===== config.mk =====
export PLATFORM = sky130hd
export DESIGN_NAME = fc_neuron
export DESIGN_NICKNAME = d
export VERILOG_FILES = /design/src/rtl/fc_neuron.sv
export SDC_FILE = /design/constraint.sdc
export NUM_CORES = 1
export LEC_CHECK = 0
export ABC_AREA = 0
export CORE_UTILIZATION = 53
export DETAILED_ROUTE_END_ITERATION = 16
export PLACE_DENSITY_LB_ADDON = 0.08
export SYNTH_ARGS = -nofsm -noshare
export SYNTH_HDL_FRONTEND = slang
export SYNTH_SLANG_ARGS = --single-unit

===== constraint.sdc =====
create_clock -name clk -period 7.65 [get_ports clk]
set_input_delay 0.765 -clock clk [delete_from_list [all_inputs] [get_ports clk]]
set_output_delay 0.765 -clock clk [all_outputs]
set_load 0.005 [all_outputs]

===== src/rtl/fc_neuron.sv =====
// Single fully-connected output neuron: multiply-accumulate over a frame of pooled values, then ReLU, shift, saturate.
// Optional build macro FC_NEURON_BIAS_EN adds a signed bias port that seeds the accumulator on beat 0.
module fc_neuron #(
  parameter int N_KERNELS = 2,
  parameter int N_BEATS   = 4,
  parameter int DATA_W    = 8,
  parameter int ACC_W     = 20,
  parameter int SHIFT     = 2
) (
  input  logic                                  clk,
  input  logic                                  rst_n,
  input  logic                                  in_valid,
  input  logic [N_KERNELS*DATA_W-1:0]           pooledPixelArray,
  input  logic [N_KERNELS*N_BEATS*DATA_W-1:0]   weight,
`ifdef FC_NEURON_BIAS_EN
  input  logic signed [15:0]                    bias,
`endif
  output logic [DATA_W-1:0]                     result,
  output logic                                  result_valid
);

  localparam int PROD_W = 2 * DATA_W + 1;
  localparam int BEAT_W = (N_BEATS > 1) ? $clog2(N_BEATS) : 1;
  localparam logic [BEAT_W-1:0] LAST_BEAT = BEAT_W'(N_BEATS - 1);
  localparam logic signed [ACC_W-1:0] SAT_MAX = ACC_W'((1 << DATA_W) - 1);

  logic [BEAT_W-1:0]        beat;
  logic signed [ACC_W-1:0]  acc;
  logic signed [ACC_W-1:0]  base;
  logic signed [ACC_W-1:0]  sum_next;
  logic signed [ACC_W-1:0]  shifted;
  logic [DATA_W-1:0]        y;
  logic signed [PROD_W-1:0] prod [N_KERNELS];

`ifdef FC_NEURON_BIAS_EN
  assign base = {{(ACC_W-16){bias[15]}}, bias};
`else
  assign base = '0;
`endif

  // Kernel 0 sits in the most significant pixel byte; weight byte index is beat*N_KERNELS + kernel.
  always_comb begin
    for (int k = 0; k < N_KERNELS; k++) begin
      prod[k] = $signed({1'b0, pooledPixelArray[(N_KERNELS-1-k)*DATA_W +: DATA_W]})
              * $signed(weight[(int'(beat) * N_KERNELS + k) * DATA_W +: DATA_W]);
    end
  end

  // NOTE: every variable written in always_comb gets its default first so no latch is inferred.
  always_comb begin
    sum_next = (beat == '0) ? base : acc;
    for (int k = 0; k < N_KERNELS; k++) begin
      sum_next = sum_next + {{(ACC_W-PROD_W){prod[k][PROD_W-1]}}, prod[k]};
    end
    shifted = sum_next >>> SHIFT;
    if (sum_next[ACC_W-1])
      y = '0;
    else if (shifted > SAT_MAX)
      y = '1;
    else
      y = shifted[DATA_W-1:0];
  end

  // NOTE: sequential state uses non-blocking assignments so all registers update from pre-edge values.
  always_ff @(posedge clk) begin
    if (!rst_n) begin
      beat         <= '0;
      acc          <= '0;
      result       <= '0;
      result_valid <= 1'b0;
    end else begin
      result_valid <= 1'b0;
      if (in_valid) begin
        acc  <= sum_next;
        beat <= (beat == LAST_BEAT) ? '0 : beat + 1'b1;
        // Final sum goes straight to the output stage; no extra cycle after the last beat.
        if (beat == LAST_BEAT) begin
          result       <= y;
          result_valid <= 1'b1;
        end
      end
    end
  end

endmodule


==> Implementation_results.wiki <==
{| class="wikitable"
! Metric !! Value
|-
| Status || finished clean
|-
| Clk sinks || 31
|-
| Clock period minus worst slack || 7620 ps
|-
| Final core utilization || 77.5%
|-
| Vias in the first global route || 7,316
|-
| Max Fclk || 131 MHz
|-
| Part of the Yosys area used for sequential elements || 8.16%
|-
| Final max-slew violation count || 0
|-
| Min Hold Slack || 470 ps
|-
| Netlist area before placement || 0.00761 mm2
|-
| Total number of H-tree levels || 2
|-
| Leading cell types by total area after synthesis || sky130_fd_sc_hd__fa_1 (25%), sky130_fd_sc_hd__ha_1 (18%), sky130_fd_sc_hd__dfxtp_1 (8.2%)
|-
| Number of diodes added for antenna fixing || 0
|-
| Clock network latency to the later pin of the worst-skew pair || 270 ps
|-
| Hold buffer count at cts || 0
|-
| Worst-case clock buffer depth || 2
|-
| Setup Viol. Count Final || 0
|-
| Detailed router's first-iteration violation count || 348
|-
| Maximum number of pins on one net before global-route repair || 27
|-
| Total routed wirelength || 21,600 um
|-
| Post-placement cell count || 1,236
|-
| TritonRoute pass-1 iters || 5
|-
| Yosys warns || 0
|-
| Number of CTS-inserted buffers || 5
|-
| Number of standard cells in the layout, taps in and fillers out || 1,285
|-
| Post-synth net total || 1,138
|-
| Global-route wire length before repair || 34,800 um
|-
| Remaining antenna violation count after routing || 0
|-
| Final count of hold timing violations || 0
|-
| Data required time of the critical path || 7790 ps
|-
| Vertical die dimension || 122 um
|-
| # port buffers || 91
|-
| All-layer global routing usage || 29.7%
|-
| Core Region || 0.0139 mm2
|-
| Endpoint type of the worst setup path || flop
|-
| Unrepaired setup endpoints after global routing || true
|-
| Top fanout value on the critical path || 8
|-
| GP Congestion || 0.907
|-
| Worst clock skew || 4.47 ps
|-
| Register bit total from synthesis || 31
|-
| Critical Setup Path Class || primary input to flop
|-
| Share of flip-flops with an asynchronous set or reset || 0%
|-
| Number of antenna violations at the first check in global routing || 0
|-
| Distinct cells, synth || 59
|-
| Worst R2R Start || beat[0]$_SDFFE_PN0P_
|-
| Hold Crit Start || acc[18]$_SDFFE_PN0P_
|-
| Critical R2R Capture || result[1]$_SDFFE_PN0P_
|-
| Die footprint || 0.0148 mm2
|-
| Clock transition at the registers of the reported paths || 50 ps
|-
| Startpoint class of the critical path || primary input
|-
| Residual DRC count || 0
|-
| Top-level port count || 92
|-
| Area added between synthesis and finish || 41.9%
|-
| Reg-to-reg setup timing slack || 80 ps
|-
| Drt wl/cell || 16.8 um
|-
| Placement Rows || 43
|-
| Fraction of layout cells with a size suffix above 1 || 33.5%
|-
| Actual slew at the worst max-slew pin || 761 ps
|-
| Remaining global-route overflow || 0
|-
| Library cell used as clock root buffer || sky130_fd_sc_hd__clkbuf_16
|-
| CP Data Arrival Time || 7760 ps
|-
| Worst hold path depth || 2
|-
| Nets || 1,389
|-
| Worst R2R Path Depth || 31
|-
| Die W || 122 um
|-
| Starting density of the core || 54.6%
|-
| Post-DR vias/cell || 5.42
|-
| Post-DP HPWL || 16,900 um
|-
| Final worst-path cycle share || 99.6%
|-
| Relative slew slack || 49.2%
|-
| Max-cap check violation count || 0
|-
| Main synth FF type || sky130_fd_sc_hd__dfxtp_1
|-
| Hold/Removal Path Class || flop to flop
|-
| Clock tree from TritonCTS || built
|-
| Area leader, netlist || sky130_fd_sc_hd__fa_1
|-
| Fraction of synthesized cell area taken by the top area cell type || 24.7%
|-
| Cell count after synthesis || 854
|-
| Hold endpoint || acc[18]$_SDFFE_PN0P_
|-
| Via count || 6,964
|-
| Number of enable-type register cells in the synthesized netlist || 0
|-
| Setup TNS Final || 0 ps
|-
| Average cell area after synthesis || 8.91 um2
|}
critical path: stages:
cell and delay [ps]:
sky130_fd_sc_hd__clkdlybuf4s50_1 390, sky130_fd_sc_hd__mux4_2 530, sky130_fd_sc_hd__and2_1 200, sky130_fd_sc_hd__fa_1 470, sky130_fd_sc_hd__fa_1 530, sky130_fd_sc_hd__fa_1 510
sky130_fd_sc_hd__inv_1 50, sky130_fd_sc_hd__fa_1 500, sky130_fd_sc_hd__inv_2 50, sky130_fd_sc_hd__ha_4 180, sky130_fd_sc_hd__or3_1 380, sky130_fd_sc_hd__o211a_1 150
sky130_fd_sc_hd__a211oi_2 230, sky130_fd_sc_hd__nand2b_1 130, sky130_fd_sc_hd__xnor2_2 180, sky130_fd_sc_hd__fa_1 560, sky130_fd_sc_hd__inv_2 50, sky130_fd_sc_hd__ha_4 230
sky130_fd_sc_hd__a21oi_4 120, sky130_fd_sc_hd__o21ai_1 100, sky130_fd_sc_hd__a311o_1 390, sky130_fd_sc_hd__or3_4 360, sky130_fd_sc_hd__a211oi_4 240, sky130_fd_sc_hd__and4bb_4 340
sky130_fd_sc_hd__a32oi_1 120
cell families (layout without fill, tap and decap cells):
group           count (synthesis)  in the layout  synth area share, %
fa+ha+maj                     201            201                 42.3
xor+xnor                       37             37                 4.26
mux                            38             38                 7.37
buf+inv                       164            415                 8.39
flops                          31             31                 8.16
compound gates                103            103                 9.87
simple gates                  280            280                 19.6
how the worst max path moves through the flow:
stage                             endpoint                  from  slack (ps)
floorplan           result[0]$_SDFFE_PN0P_            weight[56]           3
global placement    result[3]$_SDFFE_PN0P_            weight[51]        -770
detailed placement  result[0]$_SDFFE_PN0P_            weight[57]        -960
CTS                 result[1]$_SDFFE_PN0P_  beat[0]$_SDFFE_PN0P_         0.7
global route        result[1]$_SDFFE_PN0P_            weight[13]        -200
finish              result[1]$_SDFFE_PN0P_            weight[62]          30
cell type report:
class                      count  area [um2]
fill                         953        3140
multi-input combinational    659        7000
tap                          180         225
sequential                    31         622
inverter                     145         544
clock inverter                 1        5.00
clock buffer                   6         139
timing repair buffer         263        2260
synthesized netlist by cell type, types with 6 or more instances:
| library cell | count |
|---|---|
| sky130_fd_sc_hd__buf_2 | 6 |
| sky130_fd_sc_hd__ha_1 | 107 |
| sky130_fd_sc_hd__xnor2_1 | 17 |
| sky130_fd_sc_hd__nand3_1 | 8 |
| sky130_fd_sc_hd__nor3_1 | 13 |
| sky130_fd_sc_hd__xor2_1 | 20 |
| sky130_fd_sc_hd__and3_1 | 9 |
| sky130_fd_sc_hd__dfxtp_1 | 31 |
| sky130_fd_sc_hd__nor3b_1 | 8 |
| sky130_fd_sc_hd__mux4_2 | 14 |
| sky130_fd_sc_hd__nor2_1 | 53 |
| sky130_fd_sc_hd__o21ai_0 | 13 |
| sky130_fd_sc_hd__mux2i_1 | 20 |
| sky130_fd_sc_hd__nand2b_1 | 12 |
| sky130_fd_sc_hd__and2_1 | 85 |
| sky130_fd_sc_hd__nor2b_1 | 17 |
| sky130_fd_sc_hd__a32oi_1 | 8 |
| sky130_fd_sc_hd__or2_2 | 6 |
| sky130_fd_sc_hd__a211oi_1 | 6 |
| sky130_fd_sc_hd__inv_1 | 145 |
| sky130_fd_sc_hd__fa_1 | 94 |
| sky130_fd_sc_hd__clkbuf_1 | 8 |
| sky130_fd_sc_hd__nand2_1 | 54 |
| sky130_fd_sc_hd__a21oi_1 | 22 |
| sky130_fd_sc_hd__a21o_1 | 10 |
cells in the final DEF, fill, tap and decap left out, types with 14 or more instances in the layout:
master,instances
sky130_fd_sc_hd__inv_2,26
sky130_fd_sc_hd__and2_4,30
sky130_fd_sc_hd__fa_1,86
sky130_fd_sc_hd__ha_4,19
sky130_fd_sc_hd__nand2_1,43
sky130_fd_sc_hd__xor2_1,18
sky130_fd_sc_hd__mux4_2,14
sky130_fd_sc_hd__nor2b_1,14
sky130_fd_sc_hd__nor2_1,51
sky130_fd_sc_hd__inv_1,119
sky130_fd_sc_hd__dlymetal6s2s_1,24
sky130_fd_sc_hd__mux2i_1,20
sky130_fd_sc_hd__buf_4,152
sky130_fd_sc_hd__clkbuf_2,18
sky130_fd_sc_hd__ha_1,87
sky130_fd_sc_hd__xnor2_1,14
sky130_fd_sc_hd__a21oi_1,14
sky130_fd_sc_hd__clkdlybuf4s50_1,35
sky130_fd_sc_hd__and2_1,55
sky130_fd_sc_hd__dfxtp_1,30
sky130_fd_sc_hd__buf_6,18
what timing repair did:
item | in CTS | in global routing
gates resized for setup | 182 | 104
pin swaps | 122 | 66
setup buffers | 34 | 9
cloned | 0 | 0
hold endpoints to repair | 0 | 0
setup endpoints to repair | 14 | 13
metal layers:
metal  track usage (%)  wire length, um  share of wire (%)  vias to the layer above
met2              50.3            10500                 49                      195
met1              39.6             9490                 44                     3417
met4              7.87              475                2.2                        0
met3              4.17             1140                5.3                       30
met5                 0                0                  0                        -
li1                  -                -                  -                     3322
registers in the layout (all words and copies together), names as in the netlist:
register	count
result	8
beat	2
result_valid	1
acc	20
per-stage QoR:
step,area (um2),setup slack [ps]
floorplan,7660,3.06
finish,10800,29.4
CTS,10600,0.695
global placement,9730,-767
detailed placement,9730,-964
global route,10800,-200
Power is not shown: default switching activity piles up to over one toggle a cycle in this logic, so the estimate is an artifact.
==> edit, RTL diff (same settings) <==
Register the output `result_valid` once more, cleared by the reset; this adds one clock of latency there. The other outputs are not delayed to match.
--- a/src/rtl/fc_neuron.sv
+++ b/src/rtl/fc_neuron.sv
@@ -25,2 +25,4 @@
   localparam logic signed [ACC_W-1:0] SAT_MAX = ACC_W'((1 << DATA_W) - 1);
+
+  logic result_valid_s0;
 
@@ -69,5 +71,5 @@
       result       <= '0;
-      result_valid <= 1'b0;
+      result_valid_s0 <= 1'b0;
     end else begin
-      result_valid <= 1'b0;
+      result_valid_s0 <= 1'b0;
       if (in_valid) begin
@@ -78,3 +80,3 @@
           result       <= y;
-          result_valid <= 1'b1;
+          result_valid_s0 <= 1'b1;
         end
@@ -84,2 +86,10 @@
 
+  always_ff @(posedge clk) begin
+    if (!rst_n) begin
+      result_valid <= '0;
+    end else begin
+      result_valid <= result_valid_s0;
+    end
+  end
+
 endmodule
Behaviour: not the same (Yosys sat finds a counterexample within 10 cycles, from zero or initial values and one cycle with rst_n low).
==> edit against the original RTL <==
Final area rose by 1.7%; critical endpoint is now result[5]; cell count shrank 0.86%; clock skew increased by 0.00064 ns; hold slack worse by 0.038 ns; maximum frequency grew 1.5%; setup slack better by 0.11 ns; routed wire length rose by 5.1%; die area is essentially flat; synthesized area about the same; sequential cell count increased by 1.
Power is not shown: default switching activity piles up to over one toggle a cycle in this logic, so the estimate is an artifact.
==> edit: results (changes against the original RTL) <==
stage	metric	value	unit	change
outcome	status	finished, final reports clean		
layout	multi-input gates	661		+0.30%
layout	layout cell share with drive strength beyond 1	32.4	%	-1.1 points
synthesis	Synth cell types	64		+8.5%
global_route	M2 GR Usage	49.3	%	-1.0 points
layout	Seq area share	5.87	%	+0.11 points
detailed_routing	Pre-antenna DRT Iters	4		-1
place	number of I/O port buffers	91		unchanged
global_route	GRT Overall Usage	28.4	%	-1.3 points
synthesis	Post-synth top flop	dfxtp_1		
worst_hold_path	hold path endpoint	result_valid		
setup_path	reg-to-reg slack, setup	0.14	ns	+0.06 ns
timing	worst slew pin tran	0.887	ns	+0.126 ns
layout	clkbuf count	7		+1
global_route	vias in the first global route	7100		-3.0%
timing	Worst Skew	0.00511	ns	+0.000640 ns
synthesis	Synth Area in Compound Gates	9.93	%	+0.058 points
global_route	first-pass GRT wire length	33.3	mm	-4.3%
layout	# fillers	886		-7.0%
detailed_routing	detailed route wirelength on metal2	11.4	mm	+8.6%
global_route	pin count of the biggest net entering global routing	32		+19%
worst_hold_path	hold_sp	result_valid_s0		
synthesis	xor and xnor area share after synthesis	4.26	%	about the same
worst_hold_path	Hold Path Depth	1		-1
detailed_routing	initial DRC count	352		+1.1%
place	HPWL Detailed	16.7	mm	-0.89%
synthesis	multiplexer area fraction after synthesis	6.99	%	-0.38 points
detailed_routing	Metal-1 WL	9.46	mm	-0.34%
synthesis	top post-synthesis cells by area	fa_1, ha_1, dfxtp_1		
detailed_routing	Routed wire per std cell	17.8	um	+6.0%
global_route	met1 GRT Util	37.7	%	-2.0 points
setup_path	Slowest-stage cell, CP	mux4_2		
detailed_routing	Vias	7046		+1.2%
layout	Clock-cell share	1.39	%	+0.057 points
layout	non-clock buffer count	248		-5.7%
layout	inverters	146		+0.69%
detailed_routing	met3 WL	1.34	mm	+18%
synthesis	Commonest cells post-synth	inv_1, ha_1, fa_1		
synthesis	Adder-Cell Fraction of Synth Area	42.3	%	about the same
layout	fin nets	1378		-0.79%
setup_path	CP max stage delay	0.60	ns	+0.04 ns
synthesis	Net Count, Synth	1140		+0.18%
layout	number of diodes	0		unchanged
setup_path	Worst R2R End	result[5]		
layout	Layout non-clock buf frac	21.4	%	+0.48 points
setup_path	Worst setup SP type	flip-flop		
global_route	met3 usage	3.70	%	-0.47 points
setup_path	arrival time worst endpoint	7.67	ns	-0.09 ns
layout	area of the multi-input gates	7060	um^2	+0.86%
synthesis	sequential share of the synthesized area	8.42	%	+0.26 points
detailed_routing	max layer used	met4		
setup_path	Worst R2R Path Depth	31		unchanged
synthesis	count of state elements after synthesis	32		+3.2%
place	GPL Wtd Cong	0.931		+2.6%
## edit: timing repair
action	CTS	global route
gates resized for setup	57	201
pin swaps	52	129
hold buffers	0	0
setup buffers	12	33
gates cloned	0	1
endpoints found under the hold margin	0	0
endpoints found under the setup margin	12	14
## edit: metrics by stage
step	area (um^2)	setup slack, ns	utilization [%]	std cells	hold slack, ns
floorplan	7620	0.0115	-	856	0.412
global placement	9550	-0.504	68.5	1221	0.418
detailed placement	9550	-0.694	68.5	1221	0.418
CTS	10100	0.000414	72.2	1240	0.434
global route	11000	-0.0737	78.8	1274	0.471
finish	11000	0.140	78.8	1274	0.433
## edit: how the worst max path moves through the flow
stage,start,endpoint,slack (ns),depth (start not counted)
6_report,beat[0],result[5],0.14,31
5_1_grt,beat[0],result[5],-0.07,33
4_1_cts,weight[57],result[5],0.0004,33
3_5_place_dp,weight[39],result[7],-0.69,30
3_3_place_gp,weight[55],result[3],-0.50,31
2_1_floorplan,weight[55],result[1],0.01,28
